--- src/rtl/gpio_access_arbiter_pkg.sv ---
// Shared definitions for the GPIO access arbiter: FSM encodings, GPIO register map
// and the request record carried from the winning requester into the sequencer.
package gpio_access_arbiter_pkg;

  typedef enum logic [2:0] {
    ST_IDLE    = 3'd0,
    ST_WRITE   = 3'd1,
    ST_RD_ADDR = 3'd2,
    ST_RD_DATA = 3'd3,
    ST_RESP    = 3'd4
  } state_t;

  localparam int GPIO_IDAT   = 0;
  localparam int GPIO_OENA   = 1;
  localparam int GPIO_ODAT   = 2;
  localparam int PORT_STRIDE = 4;

  localparam int REQ_ADDR_W = 8;

  typedef struct packed {
    logic                  write;
    logic [REQ_ADDR_W-1:0] addr;
    logic [3:0]            be;
    logic [31:0]           wdata;
  } req_t;

  function automatic logic [REQ_ADDR_W-1:0] gpio_word_addr(input int port, input int reg_ofs);
    return REQ_ADDR_W'(port * PORT_STRIDE + reg_ofs);
  endfunction

endpackage

--- src/rtl/gpio_access_arbiter_rr_arbiter.sv ---
// Round-robin picker: grants the first valid requester at or above ptr (wrapping);
// purely combinational, the caller registers next_ptr.
module rr_arbiter #(
  parameter int N = 2,
  localparam int PW = (N > 1) ? $clog2(N) : 1
) (
  input  logic [N-1:0]  valid,
  input  logic [PW-1:0] ptr,
  input  logic          advance,
  output logic [N-1:0]  grant,
  output logic [PW-1:0] next_ptr
);

  logic          found;
  logic [PW-1:0] winner;
  logic [PW-1:0] idx;

  always_comb begin
    grant  = '0;
    found  = 1'b0;
    winner = ptr;
    idx    = '0;
    for (int k = 0; k < N; k++) begin
      idx = PW'((int'(ptr) + k) % N);
      if (!found && valid[idx]) begin
        found      = 1'b1;
        grant[idx] = 1'b1;
        winner     = idx;
      end
    end
  end

  // The pointer only moves past a requester that actually won this cycle.
  always_comb begin
    next_ptr = ptr;
    if (advance && found) next_ptr = PW'((int'(winner) + 1) % N);
  end

endmodule

--- src/rtl/gpio_access_arbiter.sv ---
// Shares the GPIO register port among NREQ requesters, one access at a time, round-robin;
// writes take 3 cycles, reads 4 (including the GPIO's registered read), then a response pulse.
module gpio_access_arbiter
  import gpio_access_arbiter_pkg::*;
#(
  parameter int NREQ   = 2,
  parameter int ADDR_W = 8
) (
  input  logic                 clk,
  input  logic                 rstn,
  input  logic [NREQ-1:0]      req_valid,
  output logic [NREQ-1:0]      req_ready,
  input  logic [NREQ-1:0]      req_write,
  input  logic [NREQ*8-1:0]    req_addr,
  input  logic [NREQ*4-1:0]    req_be,
  input  logic [NREQ*32-1:0]   req_wdata,
  output logic [NREQ-1:0]      resp_valid,
  output logic [31:0]          resp_rdata,
  output logic [ADDR_W-1:0]    gpio_addr_in,
  output logic [3:0]           gpio_size_decode,
  output logic [31:0]          gpio_data_in,
  output logic [ADDR_W-1:0]    gpio_addr_out,
  input  logic [31:0]          gpio_data_out
);

  localparam int PW = (NREQ > 1) ? $clog2(NREQ) : 1;

  state_t          state;
  state_t          state_nxt;
  logic [PW-1:0]   rr_ptr;
  logic [PW-1:0]   rr_ptr_nxt;
  logic [NREQ-1:0] grant;
  logic [NREQ-1:0] owner;
  logic            in_idle;
  logic            accept;
  req_t            win_req;

  assign in_idle   = (state == ST_IDLE);
  assign req_ready = grant & {NREQ{in_idle}};
  assign accept    = |req_ready;

  rr_arbiter #(.N(NREQ)) u_rr (
    .valid    (req_valid),
    .ptr      (rr_ptr),
    .advance  (in_idle),
    .grant    (grant),
    .next_ptr (rr_ptr_nxt)
  );

  always_comb begin
    win_req = '0;
    for (int i = 0; i < NREQ; i++) begin
      if (grant[i]) begin
        win_req = '{write: req_write[i], addr: req_addr[i*8 +: 8],
                    be: req_be[i*4 +: 4], wdata: req_wdata[i*32 +: 32]};
      end
    end
  end

  always_ff @(posedge clk or negedge rstn) begin
    if (!rstn) begin
      state  <= ST_IDLE;
      rr_ptr <= '0;
    end else begin
      state  <= state_nxt;
      rr_ptr <= rr_ptr_nxt;
    end
  end

  always_comb begin
    state_nxt = state;
    case (state)
      ST_IDLE:    if (accept) state_nxt = win_req.write ? ST_WRITE : ST_RD_ADDR;
      ST_WRITE:   state_nxt = ST_RESP;
      ST_RD_ADDR: state_nxt = ST_RD_DATA;
      ST_RD_DATA: state_nxt = ST_RESP;
      ST_RESP:    state_nxt = ST_IDLE;
      default:    state_nxt = ST_IDLE;
    endcase
  end

  // GPIO-side registers double as the latched request; the strobe and response are single-cycle.
  always_ff @(posedge clk or negedge rstn) begin
    if (!rstn) begin
      owner            <= '0;
      resp_valid       <= '0;
      resp_rdata       <= '0;
      gpio_addr_in     <= '0;
      gpio_size_decode <= '0;
      gpio_data_in     <= '0;
      gpio_addr_out    <= '0;
    end else begin
      resp_valid       <= '0;
      gpio_size_decode <= '0;
      case (state)
        ST_IDLE: begin
          if (accept) begin
            owner <= req_ready;
            if (win_req.write) begin
              gpio_addr_in     <= ADDR_W'(win_req.addr);
              gpio_size_decode <= win_req.be;
              gpio_data_in     <= win_req.wdata;
            end else begin
              gpio_addr_out <= ADDR_W'(win_req.addr);
            end
          end
        end
        ST_WRITE:   resp_valid <= owner;
        ST_RD_DATA: begin
          resp_rdata <= gpio_data_out;
          resp_valid <= owner;
        end
        default: ;
      endcase
    end
  end

endmodule

--- config.mk ---
export PLATFORM = sky130hd
export DESIGN_NAME = gpio_access_arbiter
export DESIGN_NICKNAME = d
export VERILOG_FILES = /design/src/rtl/gpio_access_arbiter_pkg.sv /design/src/rtl/gpio_access_arbiter_rr_arbiter.sv /design/src/rtl/gpio_access_arbiter.sv
export SDC_FILE = /design/constraint.sdc
export NUM_CORES = 1
export LEC_CHECK = 0
export BUFFER_PORTS_ARGS = -buffer_cell sky130_fd_sc_hd__buf_2
export CAP_MARGIN = 5
export CORE_MARGIN = 2
export CORE_UTILIZATION = 47
export CTS_CLUSTER_SIZE = 40
export DETAILED_ROUTE_END_ITERATION = 7
export GPL_ROUTABILITY_DRIVEN = 0
export HOLD_SLACK_MARGIN = 0.12
export PLACE_DENSITY = 0.84
export SLEW_MARGIN = 20
export SYNTH_ARGS = -nofsm -noshare
export SYNTH_HDL_FRONTEND = slang
export SYNTH_SLANG_ARGS = --single-unit
export TNS_END_PERCENT = 1
--- constraint.sdc ---
create_clock -name clk -period 5.45 [get_ports clk]
set_clock_uncertainty 0.15 [all_clocks]
set_input_delay 0.545 -clock clk [delete_from_list [all_inputs] [get_ports clk]]
set_output_delay 0.545 -clock clk [all_outputs]
set_load 0.02 [all_outputs]
# Yosys cells after proc, flatten, opt, wreduce, memory -nomap -nowiden
# Cells that the tools add are included.
[word_totals]
output_inout_bits = 88
mem_bits_rw = 0
latch_bits = 0
in_bits = 126
reg_bits = 92
word_cells = 55
mem_bits_ro = 0
mem_count = 0
[op_classes]
shift = 0
n_eq_ne = 4
order_cmp = 4
multipliers = 0
bitwise_logic = 3
reduce_logical = 11
addsub = 2
div = 0
mux = 22
[op_table]
columns = ["operator", "count"]
rows = [
  ["two-way mux 45 bit", 2],
  ["two-way mux 4 bit", 3],
  ["two-way mux 1 bit", 9],
  ["case mux 3 bit (3 select lines)", 1],
  ["two-way mux 2 bit", 4],
  ["equality test 3 x 2 -> 1 bit, second input constant", 2],
  ["AND reduction 3 bit", 2],
  ["logical AND 1 bit", 4],
  ["less-than comparator 1 x 2 -> 1 bit, second input constant", 2],
  ["OR reduction 2 bit", 2],
  ["equality test 3 x 1 -> 1 bit, second input constant", 1],
  ["logical NOT 3 bit", 1],
  ["two-way mux 3 bit", 1],
  ["adder 1 bit, second input constant", 2],
  ["AND 2 bit", 1],
  ["demux 1 bit (select 1 bit)", 2],
  [">= comparator 1 bit, second input constant", 2],
  ["inequality test 2 x 1 -> 1 bit, second input constant", 1],
  ["OR 2 bit", 1],
  ["AND reduction 2 bit", 1],
  ["logical NOT 1 bit", 1],
  ["NOT 1 bit", 1],
]

# Depth between registers and ports, before layout
[depth]
word_depth = 12
mapped_depth = 6
ltp_nobuf = 4

# By module
# Synthesis repeated with hierarchy kept, for this count alone.
[unflattened]
cells_unflattened = 267
area_unflattened_um2 = 3898.7
[modules_own_cells]
columns = ["module", "n_inst", "cells_each", "seq_area_each_um2", "area_each_um2"]
rows = [
  ["gpio_access_arbiter", 1, 262, 2302.2, 3868.7],
  ["rr_arbiter", 1, 5, 0.0, 30.0],
]

# Least setup slack after synthesis
# OpenSTA, ideal clock, no wires.
[synth_timing]
kind = "input to output"
start = "input port req_valid[0]"
end = "output port req_ready[1]"
stages = 6
t_required_ns = 4.755
path_slack_ns = 3.311
arrival_ns = 1.444
path_buffers = 2
cell_sequence = "nand2b_1 and2_1 buf_2 clkbuf_1 nand2_1 inv_1"
[synth_between]
elab_chain_cells = 7
word_cells_on_any_way = 11
cone_classes = "mux: 7; bitwise: 2; reduce/logical: 2"
[synth_rtl]
columns = ["element", "line_no", "source"]
rows = [
  ["from (decl)", "gpio_access_arbiter.sv:11", "input logic [NREQ-1:0] req_valid,"],
  ["two-way mux 1 bit (implied by the code) (2 in series)", "gpio_access_arbiter_rr_arbiter.sv:25", "if (!found && valid[idx]) begin"],
  ["two-way mux 1 bit", "gpio_access_arbiter_rr_arbiter.sv:25", ""],
  ["logical NOT 1 bit", "gpio_access_arbiter_rr_arbiter.sv:25", ""],
  ["logical AND 1 bit", "gpio_access_arbiter_rr_arbiter.sv:25", ""],
  ["two-way mux 2 bit (*)", "gpio_access_arbiter_rr_arbiter.sv:25", ""],
  ["AND 2 bit (*)", "gpio_access_arbiter.sv:39", "assign req_ready = grant & {NREQ{in_idle}};"],
  ["to (decl)", "gpio_access_arbiter.sv:12", "output logic [NREQ-1:0] req_ready,"],
]
# Every way passes the cells marked *; elsewhere a longest branch is shown, timed or not. The select of a mux whose other input is x is not followed.

# Worst setup path in the final report
[layout_timing]
start = "register rr_ptr"
end = "output port req_ready[1]"
[layout_between]
elab_chain_cells = 8
word_cells_on_any_way = 22
cone_classes = "add/sub: 1; order compare: 4; mux: 11; bitwise: 2; reduce/logical: 4"
[layout_rtl]
columns = ["element", "line_no", "source"]
rows = [
  ["from (decl)", "gpio_access_arbiter.sv:30", "logic [PW-1:0] rr_ptr;"],
  ["from (signal assigned)", "gpio_access_arbiter.sv:66", "rr_ptr <= rr_ptr_nxt;"],
  ["adder 1 bit, or another cell as far along", "gpio_access_arbiter_rr_arbiter.sv:24", "idx = PW'((int'(ptr) + k) % N);"],
  ["less-than comparator 1 x 2 -> 1 bit (implied by the code), or another cell as far along", "gpio_access_arbiter_rr_arbiter.sv:27", "grant[idx] = 1'b1;"],
  ["logical AND 1 bit (implied by the code) or two-way mux 1 bit (tied branches)", "gpio_access_arbiter_rr_arbiter.sv:27", ""],
  ["two-way mux 1 bit (implied by the code) or demux 1 bit (select 1 bit) (tied branches)", "--", ""],
  ["demux 1 bit (select 1 bit) or two-way mux 2 bit (tied branches)", "--", ""],
  ["OR 2 bit (no line)", "--", ""],
  ["two-way mux 2 bit (*)", "gpio_access_arbiter_rr_arbiter.sv:25", ""],
  ["AND 2 bit (*)", "gpio_access_arbiter.sv:39", ""],
]
# Marks and branches as above.

==> impl_metrics.py <==
metrics = {
    "synthesis": {
        "synthArstFlopShare": 1.00,
        "ys_ff_latch": 92,
        "syn_area_per_cell_sq_um": 12.7,
        "synthCells": 299,
        "synth_flop_cell": "dfrtp_1",
        "ys_seq_area_frac": 0.607,
        "synth_edf_count": 0,
        "syn_nets": 425,
        "yosysWarnings": 0,
        "synth_area_sq_um": 3790,
        "ys_types": 26,
    },
    "placed_design": {
        "io_buffers": 213,
        "dp_cells": 593,
        "post_dp_cell_area_sq_um": 4910,
        "dp_hpwl_microns": 6900,
        "dp_slack_ps": 2400,
    },
    "finish": {
        "utilization": 0.667,
        "instances_no_fill": 610,
        "seq_area_sq_um": 2300,
        "final_area_sq_um": 5180,
        "drive_gt1_frac": 0.563,
        "diodes": 0,
        "syn2layout_area_growth_pct": 36.8,
        "multi_input_area_sq_um": 1390,
        "nFillCells": 630,
        "nets": 629,
    },
    "setup_path": {
        "cpPeakStageDelay_ps": 450,
        "crit_fanout": 45,
        "rr_worst_depth": 5,
        "r2r-start": "state[1]$_DFFE_PN0P_",
        "worstSetupPathType": "flip-flop to primary output",
        "r2r_slack_ps": 3060,
        "crit_required_ps": 4760,
        "critPathArrivalTime_ps": 1880,
        "timing.rr.end": "gpio_addr_in[1]$_DFFE_PN0P_",
        "critPathCaptureType": "primary output",
        "path_buf_inv": 3,
        "worstSetupStartpointType": "flip-flop",
        "path_cells": "nand2b_1 -> and2_1 -> buf_4 -> nand2_1 -> inv_1 -> buf_2",
        "slowest_stage": "dfrtp_1",
        "cp_top_family": "buffers and inverters",
    },
    "flow_run": {
        "cap_violations": 0,
    },
    "route": {
        "drc": 0,
        "vias": 3161,
        "first_pass_iters": 4,
        "ant_nets": 0,
        "dr.first_iter.drc_count": 100,
        "routed_wirelength_microns": 9370,
        "wl_per_cell_microns": 15.4,
        "drt-vias-per-instance": 5.18,
    },
    "timing": {
        "tightest_slew_ps": 802,
        "hold_ws_ps": 110,
        "fmax_mhz": 389,
        "max-slew-margin-rel": 0.465,
        "fin_crit_sh": 0.472,
        "hold_viol": 0,
        "setup_violations": 0,
        "rsz0062_at_grt": "false",
        "period_minus_slack_ps": 2570,
        "final.setup.tns_ps": 0,
        "worst_slack_ps": 2880,
        "drv_slew": 0,
    },
    "cts": {
        "ctsRootBufferMaster": "clkbuf_8",
        "hold_buffers": 0,
        "clockBufferDepth": 2,
        "cts_setup_buffers": 0,
        "clk_latency_ps": 340,
        "cts-resized-gates": 0,
        "clk_pin_slew_ps": 90,
        "htreeDepth": 3,
        "cts_buffers": 9,
        "cts_sinks": 92,
        "tritoncts": "yes",
    },
    "outcome": {
        "status": "finished clean",
    },
    "grt": {
        "grt_start_max_net_pins": 93,
        "grt_overflow": 0,
        "grt_pass1_wl_microns": 14800,
        "grt_pass1_vias": 3101,
        "track_usage": 0.215,
        "antenna_found_initial": 0,
    },
    "hold_path": {
        "hold_path_class": "primary input to asynchronous set/reset pin",
    },
    "floorplan": {
        "pin_count": 214,
        "die_h_microns": 93.8,
        "dieArea_sq_um": 8800,
        "rows": 32,
        "dieWidth_microns": 93.8,
        "core_sq_um": 7770,
        "initial_core_util": 0.488,
    },
    "power_and_ir_drop": {
        "ir_drop_mv": 0.286,
        "p_leak_nw": 2.66,
        "power_density_nw_per_um2": 565,
        "finalPower_mw": 2.93,
    },
}
[synth_stat cells, types with 2 or more instances]
library cell  instances  area (sq um)
nand2b_1              2          12.5
nor2_1                4          15.0
buf_2                 4          20.0
buf_1                 3          11.3
inv_1                 3          11.3
o21ai_0              62           310
o21ai_1               4          20.0
dfrtp_1              92          2300
mux2_2               45           507
a22o_1                8          70.1
clkbuf_1             16          60.1
and2_1                4          25.0
mux2_4                3          45.0
a22oi_1              36           270
nand2_1               2          7.51
[registers in the layout (all words and copies together), names as in the netlist]
register and count:
owner 2, gpio_size_decode 4, state 3, resp_rdata 32
gpio_addr_out 8, gpio_data_in 32, rr_ptr 1, resp_valid 2
gpio_addr_in 8
[worst max-delay path by stage]
stage	startpoint	to	slack [ps]	cells after the start
final	rr_ptr$_DFFE_PN0P_	req_ready[1]	2880	6
after global placement	req_valid[1]	gpio_addr_in[5]$_DFFE_PN0P_	2490	7
after floorplan	req_valid[0]	req_ready[1]	3310	6
after global routing	rr_ptr$_DFFE_PN0P_	req_ready[1]	2710	6
after CTS	rr_ptr$_DFFE_PN0P_	req_ready[0]	2590	3
after detailed placement	req_valid[1]	gpio_addr_in[6]$_DFFE_PN0P_	2400	7
[cells by family after synthesis]
logic type,share of synthesized area
AOI/OAI and AO/OA,0.195
and+or+nand+nor,0.0218
DFF,0.607
buffers and inverters,0.0300
muxes,0.146
[final cells by class]
class / count / share of cell area
clock buffer: 10 / 0.0266
clock inverter: 6 / 0.0183
inverter: 3 / 0.00217
multi-input combinational: 180 / 0.268
sequential: 92 / 0.444
tap: 102 / 0.0246
timing repair buffer: 217 / 0.217
[placed cells by master, fill, tap and decap left out, types with 2 or more instances in the layout]
| cell | count |
|---|---|
| o21ai_0 | 62 |
| buf_2 | 212 |
| o21ai_1 | 3 |
| mux2_2 | 45 |
| a22oi_1 | 36 |
| clkinv_4 | 3 |
| clkbuf_8 | 10 |
| dfrtp_1 | 92 |
| bufinv_16 | 2 |
| nor2_1 | 4 |
| and2_1 | 4 |
| mux2_4 | 3 |
| buf_4 | 3 |
| inv_1 | 3 |
| a22o_1 | 8 |
| nand2b_1 | 2 |
[per-layer routing]
| metal | vias up | share of wire | wire [microns] | GRT usage |
|---|---|---|---|---|
| met3 | 6 | 0.079 | 744 | 0.0465 |
| met2 | 155 | 0.50 | 4670 | 0.372 |
| met4 | 0 | 0.0082 | 77 | 0.0640 |
| met1 | 1500 | 0.41 | 3880 | 0.271 |
| met5 | - | 0 | 0 | 0 |
| li1 | 1500 | - | - | - |
[power breakdown]
part / switching (mW) / internal, mW / total (mW)
clock: 0.236 / 0.275 / 0.511
sequential: 0.155 / 0.982 / 1.14
combinational: 0.771 / 0.508 / 1.28
total: 1.16 / 1.77 / 2.93
Note: power is estimated with default switching activity, not from simulation.
